### src/rtl/pipe_ctrl.sv
// rtl/pipe_ctrl.sv - pipeline hold/flush/redirect sequencer with event counters and stall watchdog
module pipe_ctrl #(
  parameter int FLUSH_CYCLES = 2,
  parameter int HOLD_TIMEOUT = 1024,
  parameter int CNT_W        = 32
) (
  input  logic             clk,
  input  logic             rst,
  input  logic             jump_en_i,
  input  logic [31:0]      jump_addr_i,
  input  logic             hold_ex_i,
  input  logic             hold_if_i,
  output logic             jump_en_o,
  output logic [31:0]      jump_addr_o,
  output logic             hold_pc_o,
  output logic             hold_if_id_o,
  output logic             flush_if_id_o,
  output logic             hold_id_ex_o,
  output logic             flush_id_ex_o,
  output logic [1:0]       state_o,
  output logic             hang_o,
  output logic [CNT_W-1:0] stall_cnt_o,
  output logic [CNT_W-1:0] redir_cnt_o
);

  localparam logic [1:0]  ST_RUN   = 2'd0;
  localparam logic [1:0]  ST_FLUSH = 2'd1;
  localparam logic [1:0]  ST_STALL = 2'd2;
  localparam logic [3:0]  SHADOW_INIT = 4'(FLUSH_CYCLES - 1);
  localparam logic [15:0] WD_LIMIT    = 16'(HOLD_TIMEOUT);

  logic [1:0]       state_q, state_d;
  logic [3:0]       shadow_q, shadow_d;
  logic [15:0]      wdog_q, wdog_d;
  logic             hang_q, hang_d;
  logic [CNT_W-1:0] stall_cnt_q, stall_cnt_d;
  logic [CNT_W-1:0] redir_cnt_q, redir_cnt_d;

  always_comb begin
    jump_en_o     = 1'b0;
    jump_addr_o   = 32'h0;
    hold_pc_o     = 1'b0;
    hold_if_id_o  = 1'b0;
    flush_if_id_o = 1'b0;
    hold_id_ex_o  = 1'b0;
    flush_id_ex_o = 1'b0;
    state_d       = state_q;
    shadow_d      = shadow_q;

    if (rst) begin
      state_d  = ST_RUN;
      shadow_d = 4'd0;
    end else if (jump_en_i) begin
      jump_en_o     = 1'b1;
      jump_addr_o   = jump_addr_i;
      flush_if_id_o = 1'b1;
      flush_id_ex_o = 1'b1;
      shadow_d      = SHADOW_INIT;
      state_d       = (FLUSH_CYCLES > 1) ? ST_FLUSH : ST_RUN;
    end else if (hold_ex_i) begin
      hold_pc_o    = 1'b1;
      hold_if_id_o = 1'b1;
      hold_id_ex_o = 1'b1;
      // A stall inside the flush shadow freezes the shadow rather than leaving FLUSH.
      state_d      = (state_q == ST_FLUSH) ? ST_FLUSH : ST_STALL;
    end else begin
      if (hold_if_i) begin
        hold_pc_o     = 1'b1;
        flush_if_id_o = 1'b1;
      end
      if (state_q == ST_FLUSH) begin
        flush_if_id_o = 1'b1;
        shadow_d      = (shadow_q != 4'd0) ? shadow_q - 4'd1 : 4'd0;
        state_d       = (shadow_q <= 4'd1) ? ST_RUN : ST_FLUSH;
      end else begin
        state_d = ST_RUN;
      end
    end
  end

  always_comb begin
    wdog_d      = 16'd0;
    hang_d      = hang_q;
    stall_cnt_d = stall_cnt_q;
    redir_cnt_d = redir_cnt_q;
    if (hold_ex_i && !jump_en_i) begin
      wdog_d = (wdog_q >= WD_LIMIT) ? wdog_q : wdog_q + 16'd1;
    end
    if (wdog_d == WD_LIMIT) begin
      hang_d = 1'b1;
    end
    if (hold_pc_o && (stall_cnt_q != {CNT_W{1'b1}})) begin
      stall_cnt_d = stall_cnt_q + 1'b1;
    end
    if (jump_en_o && (redir_cnt_q != {CNT_W{1'b1}})) begin
      redir_cnt_d = redir_cnt_q + 1'b1;
    end
  end

  always_ff @(posedge clk) begin
    if (rst) begin
      state_q     <= ST_RUN;
      shadow_q    <= 4'd0;
      wdog_q      <= 16'd0;
      hang_q      <= 1'b0;
      stall_cnt_q <= '0;
      redir_cnt_q <= '0;
    end else begin
      state_q     <= state_d;
      shadow_q    <= shadow_d;
      wdog_q      <= wdog_d;
      hang_q      <= hang_d;
      stall_cnt_q <= stall_cnt_d;
      redir_cnt_q <= redir_cnt_d;
    end
  end

  assign state_o     = state_q;
  assign hang_o      = hang_q;
  assign stall_cnt_o = stall_cnt_q;
  assign redir_cnt_o = redir_cnt_q;

endmodule

### config.mk
export PLATFORM = sky130hd
export DESIGN_NAME = pipe_ctrl
export DESIGN_NICKNAME = d
export VERILOG_FILES = /design/src/rtl/pipe_ctrl.sv
export SDC_FILE = /design/constraint.sdc
export NUM_CORES = 1
export LEC_CHECK = 0
export ABC_AREA = 1
export BUFFER_PORTS_ARGS = -buffer_cell sky130_fd_sc_hd__buf_2
export CORE_MARGIN = 1.5
export CORE_UTILIZATION = 45
export CTS_CLUSTER_SIZE = 28
export DETAILED_ROUTE_END_ITERATION = 16
export PLACE_DENSITY = 0.71
export SYNTH_ARGS = -nofsm -noshare
export SYNTH_HDL_FRONTEND = slang
export SYNTH_SLANG_ARGS = --single-unit
### constraint.sdc
create_clock -name clk -period 2.2 [get_ports clk]
set_input_delay 0.22 -clock clk [delete_from_list [all_inputs] [get_ports clk]]
set_output_delay 0.22 -clock clk [all_outputs]
set_load 0.02 [all_outputs]
### Yosys cells after proc, flatten, opt, wreduce, memory -nomap -nowiden

Index checks and enable logic that the tools add are counted.

* bits in registers: 87
* input port bits: 37
* output and inout bits: 105
* logic and storage cells: 55

* add/sub/neg operators: 4
* $lt $le $gt $ge: 2
* eq/ne operators: 5
* mux-type cells: 26
* bitwise gates (word level): 1
* reductions and logical operators: 9

Operators by type and width (number)
* 32-bit by 1-bit adder with 32-bit output (second input constant): 2
* 32-bit 2-to-1 mux: 2
* 32-bit inequality test (second input constant): 2
* 16-bit 2-to-1 mux: 2
* 1-bit 2-to-1 mux: 19
* 16-bit by 1-bit adder with 16-bit output (second input constant): 1
* 16-bit by 11-bit == test with 1-bit output (second input constant): 1
* 16-bit by 11-bit greater-or-equal comparator with 1-bit output (second input constant): 1
* 4-bit by 1-bit less-or-equal comparator with 1-bit output (second input constant): 1
* 2-bit 2-to-1 mux: 2
* 4-bit 2-to-1 mux: 1
* 2-bit AND reduction: 2
* 4-bit nonzero test: 1
* 4-bit by 1-bit subtractor with 4-bit output (second input constant): 1
* 1-bit logical AND: 3
* 2-bit by 1-bit == test with 1-bit output (second input constant): 1
* 2-bit inequality test (second input constant): 1
* 2-bit nonzero test: 1
* 2-bit OR reduction: 1
* 1-bit zero test: 1
* 1-bit NOT: 1

### Longest topological paths before layout

* depth in word-level cells: 5
* depth in mapped cells: 14
* gate-level depth less buffers: 13

### Worst setup path after synthesis

No wires, ideal clock.

* kind: flip-flop to flip-flop
* start: reg stall_cnt_q[1], in the netlist stall_cnt_o[1]
* end: reg stall_cnt_q[25], in the netlist stall_cnt_o[25]
* setup time: 0.132 ns
* arrival time: 1.707 ns
* data required time: 2.068 ns
* setup slack: 0.361 ns
* cell stages (with the launch flop): 12
* buffers on the path: 1
* period minus slack after synthesis: 1.839 ns
* cell sequence: dfxtp_1 -> ha_1 -> inv_1 -> nor3_2 -> nand2_1 -> nor2_1 -> nand2_1 -> nand2_4 -> inv_2 -> buf_2 -> nand2_1 -> a21oi_1

* word-level cells in the longest chain between the ends: 2
* elaborated cells on any way between the ends: 3
* classes of those cells: add/sub: 1; eq/ne: 1; reduce/logical: 1

RTL lines
* start, declared: RTL line 36 `logic [CNT_W-1:0] stall_cnt_q, stall_cnt_d;`
* start signal, assigned: RTL line 113 `stall_cnt_q <= stall_cnt_d;`
* branches (longest 2 deep; another with 32-bit by 1-bit adder with 32-bit output)

Parallel ways; which one is timed is not known.
A chain may end at the register's enable or synchronous reset.

### Final worst setup path

* start: reg redir_cnt_q[1], in the netlist redir_cnt_o[1]
* end: reg redir_cnt_q[12], in the netlist redir_cnt_o[12]

* word-level cells in the longest chain between the ends: 2
* elaborated cells on any way between the ends: 3
* classes of those cells: add/sub: 1; eq/ne: 1; reduce/logical: 1

RTL lines
* start, declared: RTL line 37 `logic [CNT_W-1:0] redir_cnt_q, redir_cnt_d;`
* start signal, assigned: RTL line 114 `redir_cnt_q <= redir_cnt_d;`
* branches (longest 2 deep; another with 32-bit by 1-bit adder with 32-bit output)

Parallel ways; which one is timed is not known.

==> key figures <==
Final layout
  • Fin area: ~6500 µm²
  • Area grow syn2layout: 24.2%
  • # nets final: 1030
  • ANT cells: 0
  • Final Util: a little under three fifths
  • Share of cells above drive strength 1: 21.9%

Clock network
  • Hold-fix buffers, CTS: 0
  • H-tree levels: 3
  • Skew-Pair Late Insertion Delay: 0.35 ns
  • TritonCTS clock tree: built
  • Reg clk slew, reported paths: approximately 0.070 ns
  • CTS max path bufs: 2
  • Post-CTS setup buffer count: 0
  • Num CTS Buffers: 9
  • CTS root buf: clkbuf_16
  • CTS resizes: 0
  • Clk sink count: 87

Synthesis
  • Sequential-to-total area share from yosys stat: approximately a third
  • Post-synth EDFFs: 0
  • Yosys warning count: 0
  • Synth top area share: 33.2%
  • Synthesized Nets: 884
  • Synth top area cells: dfxtp_1, nand2_1, nor2_1, inv_1, xor2_1
  • Cell Area, Synth: 5250 µm²
  • Top cells by count, synth: nand2_1, nor2_1, dfxtp_1, inv_1, a21oi_1
  • Syn Area/Cell: 6.23 µm²
  • Distinct cells, synth: 40
  • Synth async-reset ratio: 0%
  • Most frequent cell after synthesis: nand2_1
  • Ys flop type: dfxtp_1
  • Synth area leader: dfxtp_1
  • Synthesized instance count: 843
  • #FFs+latches synth: 87

STA
  • Worst slew pin tran: 0.670 ns
  • RSZ-0062 raised after global routing: false
  • Setup TNS Final: 0 ns
  • F_max: slightly above 500 MHz
  • Setup violations, final: 0
  • Final Hold Viols: 0
  • Worst Skew: 0.00970 ns
  • Minimum clock period: 1.98 ns
  • Fin. max-slew vios: 0
  • Slew headroom: 55.3%
  • Post-route clock period utilization: 90.1%

GRT
  • Overall Global Routing Usage: 23.4%
  • Largest net degree at the start of global routing: 64
  • Gr ovfl total: 0
  • First-pass GRT wire length: 23900 µm
  • Initial antenna violation count: 0
  • Vias in the first global route: approximately 5000

Drt
  • Routed Antenna Nets: 0
  • Top Metal Used: met4
  • Via count: 5655
  • Met3 wire len: about 1000 µm
  • DR WL/cell: ~13 µm
  • DR DRC count: 0
  • Initial DRC count: 397
  • Vias/cell: 4.97
  • Met1 WL: 6830 µm
  • Routed Wire Length: 14400 µm
  • First drt pass iteration count: 5
  • DR WL met2: 6240 µm

Pwr
  • Clock network fraction of total power: 49.8%
  • Final Total Pwr: roughly 3.7 mW
  • Leak Pwr: 2.90 nW
  • P_int: around 2.9 mW
  • Switching portion of total power: 22.6%
  • Pwr Density: ~570 nW/µm²
  • Sw Pwr: 0.848 mW
  • Max VDD drop: 0.000581 V
  • Gate power share: 7.7%
  • Share of power burned in registers: about 43%

Die
  • Die ar.: 12300 µm²
  • Initial Util: 46.0%
  • Num rows: 39
  • Die width: 111 µm
  • DIE HEIGHT: 111 µm
  • IO Pins: about 140
  • Core area: between 10000 and 15000 µm²

Placed design
  • Placed cell areas: 6140 µm²
  • Port bufs: between 100 and 150
  • Final HPWL DP: around 11000 µm
  • Final Wtd Congestion: 0.897

Hold path
  • Hold depth: 2
  • Hold Path Class: primary input to flip-flop

Setup path
  • Crit path capture type: flip-flop
  • Required time of the critical path: 2.48 ns
  • Critical Path Fanout Max: 15
  • CP arrival: ~2.3 ns
  • Startpoint Class: flip-flop
  • CP Class: flip-flop to flip-flop
  • Worst Reg-to-Reg Cells: 12

Job
  • Total of max-cap violations: 0

Run status
  • Status: finished, final reports clean
-- metal layers --
metal,vias to the layer above,GRT usage (%)
li1,2928,-
met2,192,36.9
met1,2511,31.4
met4,0,9.54
met3,24,4.87
met5,-,0
-- final timing paths --
| path | startpoint | endpoint | slack [ns] |
|---|---|---|---|
| max reg2reg | redir_cnt_o[1]$_SDFFE_PP0P_ | redir_cnt_o[12]$_SDFFE_PP0P_ | 0.22 |
| max | redir_cnt_o[1]$_SDFFE_PP0P_ | redir_cnt_o[12]$_SDFFE_PP0P_ | 0.22 |
| min | rst | shadow_q[0]$_SDFFE_PP0P_ | 0.09 |
| min reg2reg | wdog_q[14]$_SDFF_PP0_ | wdog_q[14]$_SDFF_PP0_ | 0.46 |
-- cell families (layout without fill, tap and decap cells) --
| kind of cell | count (synthesis) | in the layout | synth area share (%) |
|---|---|---|---|
| compound gates | 76 | 76 | 8.24 |
| fa+ha+maj | 4 | 4 | 0.953 |
| xor+xnor | 38 | 38 | 6.34 |
| buf+inv | 117 | 268 | 9.48 |
| flops | 87 | 87 | 33.2 |
| simple gates | 521 | 521 | 41.8 |
-- layout make-up --
cell class              instances  area [µm²]
fillers                      1144        4900
multi-input cells             639        3020
flip-flops and latches         87        1740
repair buffers                163         877
inverters                      89         337
clock buffers                  10         229
well taps                     143         179
clock inverters                 6         133
-- worst max-delay path, stage by stage (launching register included) --
cell	delay (ns)
dfxtp_1	0.38
ha_1	0.22
inv_1	0.09
nor3_4	0.16
nand2_2	0.11
nor2_4	0.13
nand2_1	0.07
nand2_2	0.19
inv_1	0.08
buf_4	0.20
nand4_1	0.09
nand2_1	0.05
a21oi_1	0.13
-- placed cells by master (no fill, tap or decap), types with 2 or more instances in the layout --
cell type / synthesis / final
nor4_1: 4 / 4
dfxtp_1: 87 / 87
and2_1: 2 / 2
nor2_1: 148 / 148
nor3_2: 4 / 4
xnor2_1: 12 / 12
nand2_2: 11 / 11
inv_2: 6 / 5
a21oi_2: 9 / 9
o21ai_0: 15 / 15
ha_1: 4 / 3
buf_4: 5 / 22
clkbuf_16: 0 / 9
bufinv_16: 0 / 4
buf_2: 7 / 140
xor2_1: 26 / 26
a21oi_1: 45 / 45
nor2_2: 4 / 4
nand3_1: 44 / 44
nand4_1: 12 / 12
inv_1: 83 / 83
nand2_1: 261 / 261
nor3_1: 23 / 23
-- metrics by stage --
| stage | setup WS (ns) | cells | hold WS, ns |
|---|---|---|---|
| after detailed placement | 0.150 | 1121 | 0.453 |
| after CTS | 0.137 | 1137 | 0.0811 |
| after global routing | 0.0306 | 1137 | 0.0922 |
| after global placement | 0.184 | 1121 | 0.446 |
| after floorplan | 0.361 | 843 | 0.371 |
| final | 0.218 | 1137 | 0.0913 |
-- power by group through the flow --
stage | Sequential (mW) | Clock, mW | Combinational, mW
after floorplan | 1.64 | 0 | 0.177
final | 1.59 | 1.87 | 0.289
after global routing | 1.59 | 1.96 | 0.319
after detailed placement | 1.63 | 0 | 0.287
after global placement | 1.63 | 0 | 0.285
after CTS | 1.59 | 1.90 | 0.288
-- sequential cells by signal, indices dropped and copies added, names as in the netlist --
| register | cells |
|---|---|
| hang_o | 1 |
| redir_cnt_o | 32 |
| shadow_q | 4 |
| stall_cnt_o | 32 |
| state_o | 2 |
| wdog_q | 16 |
Note: power is estimated with default switching activity, not from simulation.
